===== src/rtl/aes_round_ctrl.sv =====
// AES round sequencer: walks INIT, then SUB/SHIFT/MIX/ARK per round, drops MIX in the
// final round, and waits in INIT/ARK until the key schedule supplies the round key.
module aes_round_ctrl #(
  parameter int NR = 10
) (
  input  logic       clk,
  input  logic       rst,
  input  logic       start,
  input  logic       key_valid,
  output logic       busy,
  output logic       done,
  output logic [3:0] round_idx,
  output logic       sel_init,
  output logic       en_sub,
  output logic       en_shift,
  output logic       en_mix,
  output logic       en_ark,
  output logic       mix_bypass,
  output logic       key_req,
  output logic [2:0] dbg_state
);

  typedef enum logic [2:0] {
    S_IDLE  = 3'd0,
    S_INIT  = 3'd1,
    S_SUB   = 3'd2,
    S_SHIFT = 3'd3,
    S_MIX   = 3'd4,
    S_ARK   = 3'd5,
    S_DONE  = 3'd6
  } state_t;

  localparam logic [3:0] NR_IDX = 4'(NR);

  state_t     state_q, state_d;
  logic [3:0] round_q, round_d;
  logic       last_round;

  assign last_round = (round_q == NR_IDX);

  always_ff @(posedge clk) begin
    if (rst) begin
      state_q <= S_IDLE;
      round_q <= 4'd0;
    end else begin
      state_q <= state_d;
      round_q <= round_d;
    end
  end

  always_comb begin
    state_d    = state_q;
    round_d    = round_q;
    done       = 1'b0;
    sel_init   = 1'b0;
    en_sub     = 1'b0;
    en_shift   = 1'b0;
    en_mix     = 1'b0;
    en_ark     = 1'b0;
    mix_bypass = 1'b0;
    key_req    = 1'b0;
    case (state_q)
      S_IDLE: begin
        if (start) begin
          state_d = S_INIT;
          round_d = 4'd0;
        end
      end
      S_INIT: begin
        sel_init = 1'b1;
        key_req  = 1'b1;
        en_ark   = key_valid;
        if (key_valid) begin
          state_d = S_SUB;
          round_d = 4'd1;
        end
      end
      S_SUB: begin
        en_sub  = 1'b1;
        state_d = S_SHIFT;
      end
      S_SHIFT: begin
        en_shift = 1'b1;
        state_d  = last_round ? S_ARK : S_MIX;
      end
      S_MIX: begin
        en_mix  = 1'b1;
        state_d = S_ARK;
      end
      S_ARK: begin
        // The final round feeds ShiftRows straight into AddRoundKey.
        key_req    = 1'b1;
        en_ark     = key_valid;
        mix_bypass = last_round;
        if (key_valid) begin
          if (last_round) begin
            state_d = S_DONE;
          end else begin
            state_d = S_SUB;
            round_d = round_q + 4'd1;
          end
        end
      end
      S_DONE: begin
        done    = 1'b1;
        state_d = S_IDLE;
        round_d = 4'd0;
      end
      default: begin
        state_d = S_IDLE;
        round_d = 4'd0;
      end
    endcase
  end

  assign busy      = (state_q != S_IDLE);
  assign round_idx = round_q;
  assign dbg_state = state_q;

endmodule


===== config.mk =====
export PLATFORM = sky130hd
export DESIGN_NAME = aes_round_ctrl
export DESIGN_NICKNAME = d
export VERILOG_FILES = /design/src/rtl/aes_round_ctrl.sv
export SDC_FILE = /design/constraint.sdc
export NUM_CORES = 1
export LEC_CHECK = 0
export CORE_AREA = 2 2 39 41
export CTS_BUF_LIST = sky130_fd_sc_hd__clkbuf_8
export DETAILED_ROUTE_END_ITERATION = 8
export DIE_AREA = 0 0 41 43
export PLACE_DENSITY = 0.82
export SLEW_MARGIN = 20
export SYNTH_ARGS = -nofsm -noshare
export SYNTH_HDL_FRONTEND = slang
export SYNTH_SLANG_ARGS = --single-unit

===== constraint.sdc =====
create_clock -name clk -period 2.66 [get_ports clk]
set_clock_uncertainty 0.05 [all_clocks]
set_input_delay 0.532 -clock clk [delete_from_list [all_inputs] [get_ports clk]]
set_output_delay 0.532 -clock clk [all_outputs]
set_load 0.005 [all_outputs]

======== Yosys cells after proc, flatten, opt, wreduce, memory -nomap -nowiden ========
Cells that the tools add are included.
operators by class
  magnitude comparators ................... 0
  shifts and indexed selects .............. 0
  add/sub/neg operators ................... 1
  reduce and logical (&&, ||, !) cells .... 6
  bitwise logic cells ..................... 1
  equal/unequal tests ..................... 11
  div/mod/pow operators ................... 0
  multiplexer cells ....................... 19
  multiply operators ...................... 0
operators by type and width
  kind                 count
  $pmux 3 s6           1
  $mux 4               4
  $pmux 4 s4           1
  $mux 3               4
  $eq 3x3->1 const B   3
  $mux 1               9
  $ne 2x2->1 const B   4
  $eq 3x2->1 const B   2
  $reduce_and 5->1     1
  $add 4x1->4 const B  1
  $eq 4x4->1 const B   1
  $eq 3x1->1 const B   1
  $logic_not 3->1      1
  $reduce_and 3->1     1
  $reduce_bool 3->1    1
  $reduce_or 3->1      1
  $reduce_or 2->1      1
  $not 1->1            1
word-level totals
  output and inout port bits .............. 16
  input port bits ......................... 4
  word-level logic and storage cells ...... 40
  bits in latches ......................... 0
  memories ................................ 0
  bits in registers ....................... 7
  memory bits (writable) .................. 0
  bits in read-only memories .............. 0

======== Logic depth before layout (Yosys ltp) ========
  depth after elaboration ................. 4
  depth in mapped cells ................... 5
  mapped depth without buffers ............ 5

======== Worst setup path after synthesis ========
Ideal clock, no wire load.
  path kind ............................... in2reg
  start ................................... input port start
  end ..................................... register round_q[1], in the netlist round_idx[1]
  buffers on the path ..................... 0
  cell stages on the path ................. 3
  setup time .............................. 0.121 ns
  path slack .............................. 0.907 ns
  data arrival time ....................... 1.582 ns
  data required time ...................... 2.489 ns
  cell sequence ........................... or4b_4 a32oi_4 mux2_4
between the ends
  cells in the longest elaborated chain, start to end .. 2
RTL lines
  element                            RTL line  text
  start: declaration                 8         input logic start,
  $ne 2x2->1 (no source line)        -
  $reduce_and 5->1 (no source line)  -
  end signal: assignment             47        round_q <= round_d;
  end: declaration                   36        logic [3:0] round_q, round_d;
No other way between the ends.
A chain may end at the register's enable or synchronous reset.

======== Worst setup path after layout ========
  start ................................... input port key_valid
  end ..................................... output port en_ark
between the ends
  cells in the longest elaborated chain, start to end .. 1
RTL lines
  element             RTL line  text
  start: declaration  9         input logic key_valid,
  $mux 1              62        case (state_q)
  end: declaration    17        output logic en_ark,
No other way between the ends.

==> flow_metrics.env <==
export IMPL_status="finished clean"
export IMPL_powerDensity_nw_per_um2=458
export IMPL_gp_congestion=0.678
export IMPL_hp_start="round_idx[2]"
export IMPL_final_cell_mix="19 x clkdlybuf4s50_1, 7 x inv_1, 7 x dfxtp_1, 5 x nor2_1"
export IMPL_maxCapViolCount=0
export IMPL_cp_end_kind="primary output"
export IMPL_synth_area_leader_cell="dfxtp_1"
export IMPL_drtPass1Iterations=4
export IMPL_drt_iter0_drc=8
export IMPL_async_flop_share_pct=0
export IMPL_synth_edff_count=0
export IMPL_clock_latency_ns=0.23
export IMPL_seq_area_frac_synth_pct=27.5
export IMPL_synth_cells=57
export IMPL_post_cts_buffers=0
export IMPL_path_clk_slew_ns=0.04
export IMPL_synth_seq_cells=7
export IMPL_rr_startpoint="dbg_state[1]"
export IMPL_hold_path_depth=2
export IMPL_vias=500
export IMPL_ctsHoldBuffers=0
export IMPL_yosysWarnings=0
export IMPL_fmax_mhz=399
export IMPL_critPathMostFrequentCell="clkdlybuf4s50_1"
export IMPL_min_to="round_idx[2]"
export IMPL_setup_worst_path_start_class="input port"
export IMPL_drive_gt1_share_pct=10.5
export IMPL_crit_fanout=4
export IMPL_total_power_mw=0.340
export IMPL_crit_arrival_ns=1.93
export IMPL_post_drt_wl_per_cell_um=12.6
export IMPL_yosys_most_used_dff="dfxtp_1"
export IMPL_rows=14
export IMPL_grt_use_met3_pct=3.14
export IMPL_grt_usage_pct=15.9
export IMPL_start_util_pct=36.8
export IMPL_drc_errors=0
export IMPL_hold_viol=0
export IMPL_cp_num_buf_inv=3
export IMPL_post_cts_resized=0
export IMPL_finalNetCount=83
export IMPL_antenna_found_initial=0
export IMPL_crit_type="input port to primary output"
export IMPL_globalRoute_busiestLayer="met1"
export IMPL_die_w_um=41
export IMPL_cts_sinks=7
export IMPL_layout_min_cycle_time_ns=2.51
export IMPL_max_slew_margin_pct=70.4
export IMPL_leakagePower_nw=0.288
export IMPL_grt_max_degree=15
export IMPL_crit_family="buffers and inverters"
export IMPL_r2r_end="round_idx[1]"
export IMPL_synth_top_area_share_pct=27.5
export IMPL_worstPathRequired_ns=2.08
export IMPL_finalWirelength_mm=1.16
export IMPL_r2r_setup_slack_ns=0.84
export IMPL_syn2layout_area_growth_pct=45.7
export IMPL_syn_area_um2=509
export IMPL_grt_pass1_vias=421
export IMPL_setup_violations=0
export IMPL_die_y_um=43
export IMPL_die_area_um2=1760
export IMPL_cts_tree="yes"
export IMPL_gr_total_overflow=0
export IMPL_final_period_utilization_pct=94.3
export IMPL_synthesis_nets=63
export IMPL_crit_path_top_delay_cell="clkdlybuf4s50_1"
export IMPL_grt_util_met2_pct=19.4
export IMPL_path_cells="clkdlybuf4s50_1, nand3b_1, inv_1, clkdlybuf4s50_1"
export IMPL_viasPerCell=5.43
export IMPL_cts_root_buf="clkbuf_8"
export IMPL_peakVddDrop_v=0.000243
export IMPL_postRouteAntennaNets=0
export IMPL_dpl_hpwl_um=801
export IMPL_antenna_cells=0
export IMPL_h_tree_depth=1
export IMPL_slowest_delay_ns=0.53
export IMPL_io_pins=20
export IMPL_rsz0062_at_grt="no"
export IMPL_grtUsageMet1_pct=21.3
export IMPL_worst_pin_slew_ns=0.444
export IMPL_yosys_top_cells_area="dfxtp_1 28%, a32oi_4 5.4%, ha_1 4.9%, inv_1 4.4%, nand3b_1 4.4%"
export IMPL_synth_cell_types=31
export IMPL_nFillCells=138
export IMPL_slew_violations=0
export IMPL_hold_path_class="flop to flop"
export IMPL_final_setup_tns_ns=0
export IMPL_final_common_cell="clkdlybuf4s50_1"
export IMPL_clock_path_buffers=2
export IMPL_rr_worst_depth=3
export IMPL_core_area_um2=1380
export IMPL_synth_area_per_cell_um2=8.93
export IMPL_grt_pass1_wl_mm=1.80
export IMPL_io_buffers=19
export IMPL_cts_buffers_inserted=3
[worst max path at each step]
stage | start | to | slack, ns | cells after the start
CTS | key_valid | en_ark | 0.17 | 4
finish | key_valid | en_ark | 0.15 | 4
detailed placement | key_valid | en_ark | 0.18 | 4
floorplan | start | round_idx[1] | 0.91 | 3
global placement | key_valid | en_ark | 0.24 | 4
global route | key_valid | en_ark | 0.12 | 4
[layout make-up]
cell class | count | area (um^2) | share of cell area, %
Clock buffer | 3 | 41.3 | 5.56
Sequential cell | 7 | 140 | 18.9
Multi-Input combinational cell | 40 | 324 | 43.7
Clock inverter | 1 | 3.75 | 0.506
Tap cell | 16 | 20.0 | 2.70
Timing Repair Buffer | 19 | 190 | 25.6
Inverter | 6 | 22.5 | 3.04
[worst reg2reg max path, delay by kind of cell (launching register included)]
| kind | cells | cell delay [ns] |
|---|---|---|
| AOI/OAI and AO/OA | 1 | 0.31 |
| DFF | 1 | 0.43 |
| and+or+nand+nor | 1 | 0.59 |
| muxes | 1 | 0.32 |
[where the power goes]
part	switching, mW	internal (mW)
registers	0.0116	0.110
logic	0.0257	0.0451
clock network	0.0476	0.0999
total	0.0849	0.255
[logic make-up after synthesis]
kind of cell	after synthesis	share of synthesized area, %
AND/OR/NAND/NOR	24	30.7
AO/OA/AOI/OAI	11	21.1
buffers and inverters	10	8.84
flip-flops	7	27.5
multiplexers	3	6.88
adder cells (fa/ha/maj)	2	4.91
[per-layer routing]
layer	up-vias	wire length (um)
met5	-	0
li1	246	-
met1	234	552
met3	5	56
met2	15	502
met4	0	51
[flip-flops by register name, summed over array words and instances, names as in the netlist]
name / count
dbg_state: 3
round_idx: 4
[cells in the mapped netlist, types with 2 or more instances]
cell type	count
nand2b_1	2
dfxtp_1	7
nor2b_1	2
ha_1	2
nand3b_1	3
nor2_1	5
a31oi_1	2
clkbuf_1	2
mux2i_1	2
nor3b_1	3
inv_1	6
nand2_1	2
[stage by stage]
stage / instances / setup slack [ns] / util [%] / area, um^2 / hold WS [ns]
floorplan: 57 / 0.907 / - / 509 / 0.450
global placement: 88 / 0.243 / 50.4 / 697 / 0.462
detailed placement: 88 / 0.176 / 50.4 / 697 / 0.480
CTS: 92 / 0.166 / 53.6 / 742 / 0.488
global route: 92 / 0.121 / 53.6 / 742 / 0.515
finish: 92 / 0.151 / 53.6 / 742 / 0.483
Note: power is estimated with default switching activity, not from simulation.
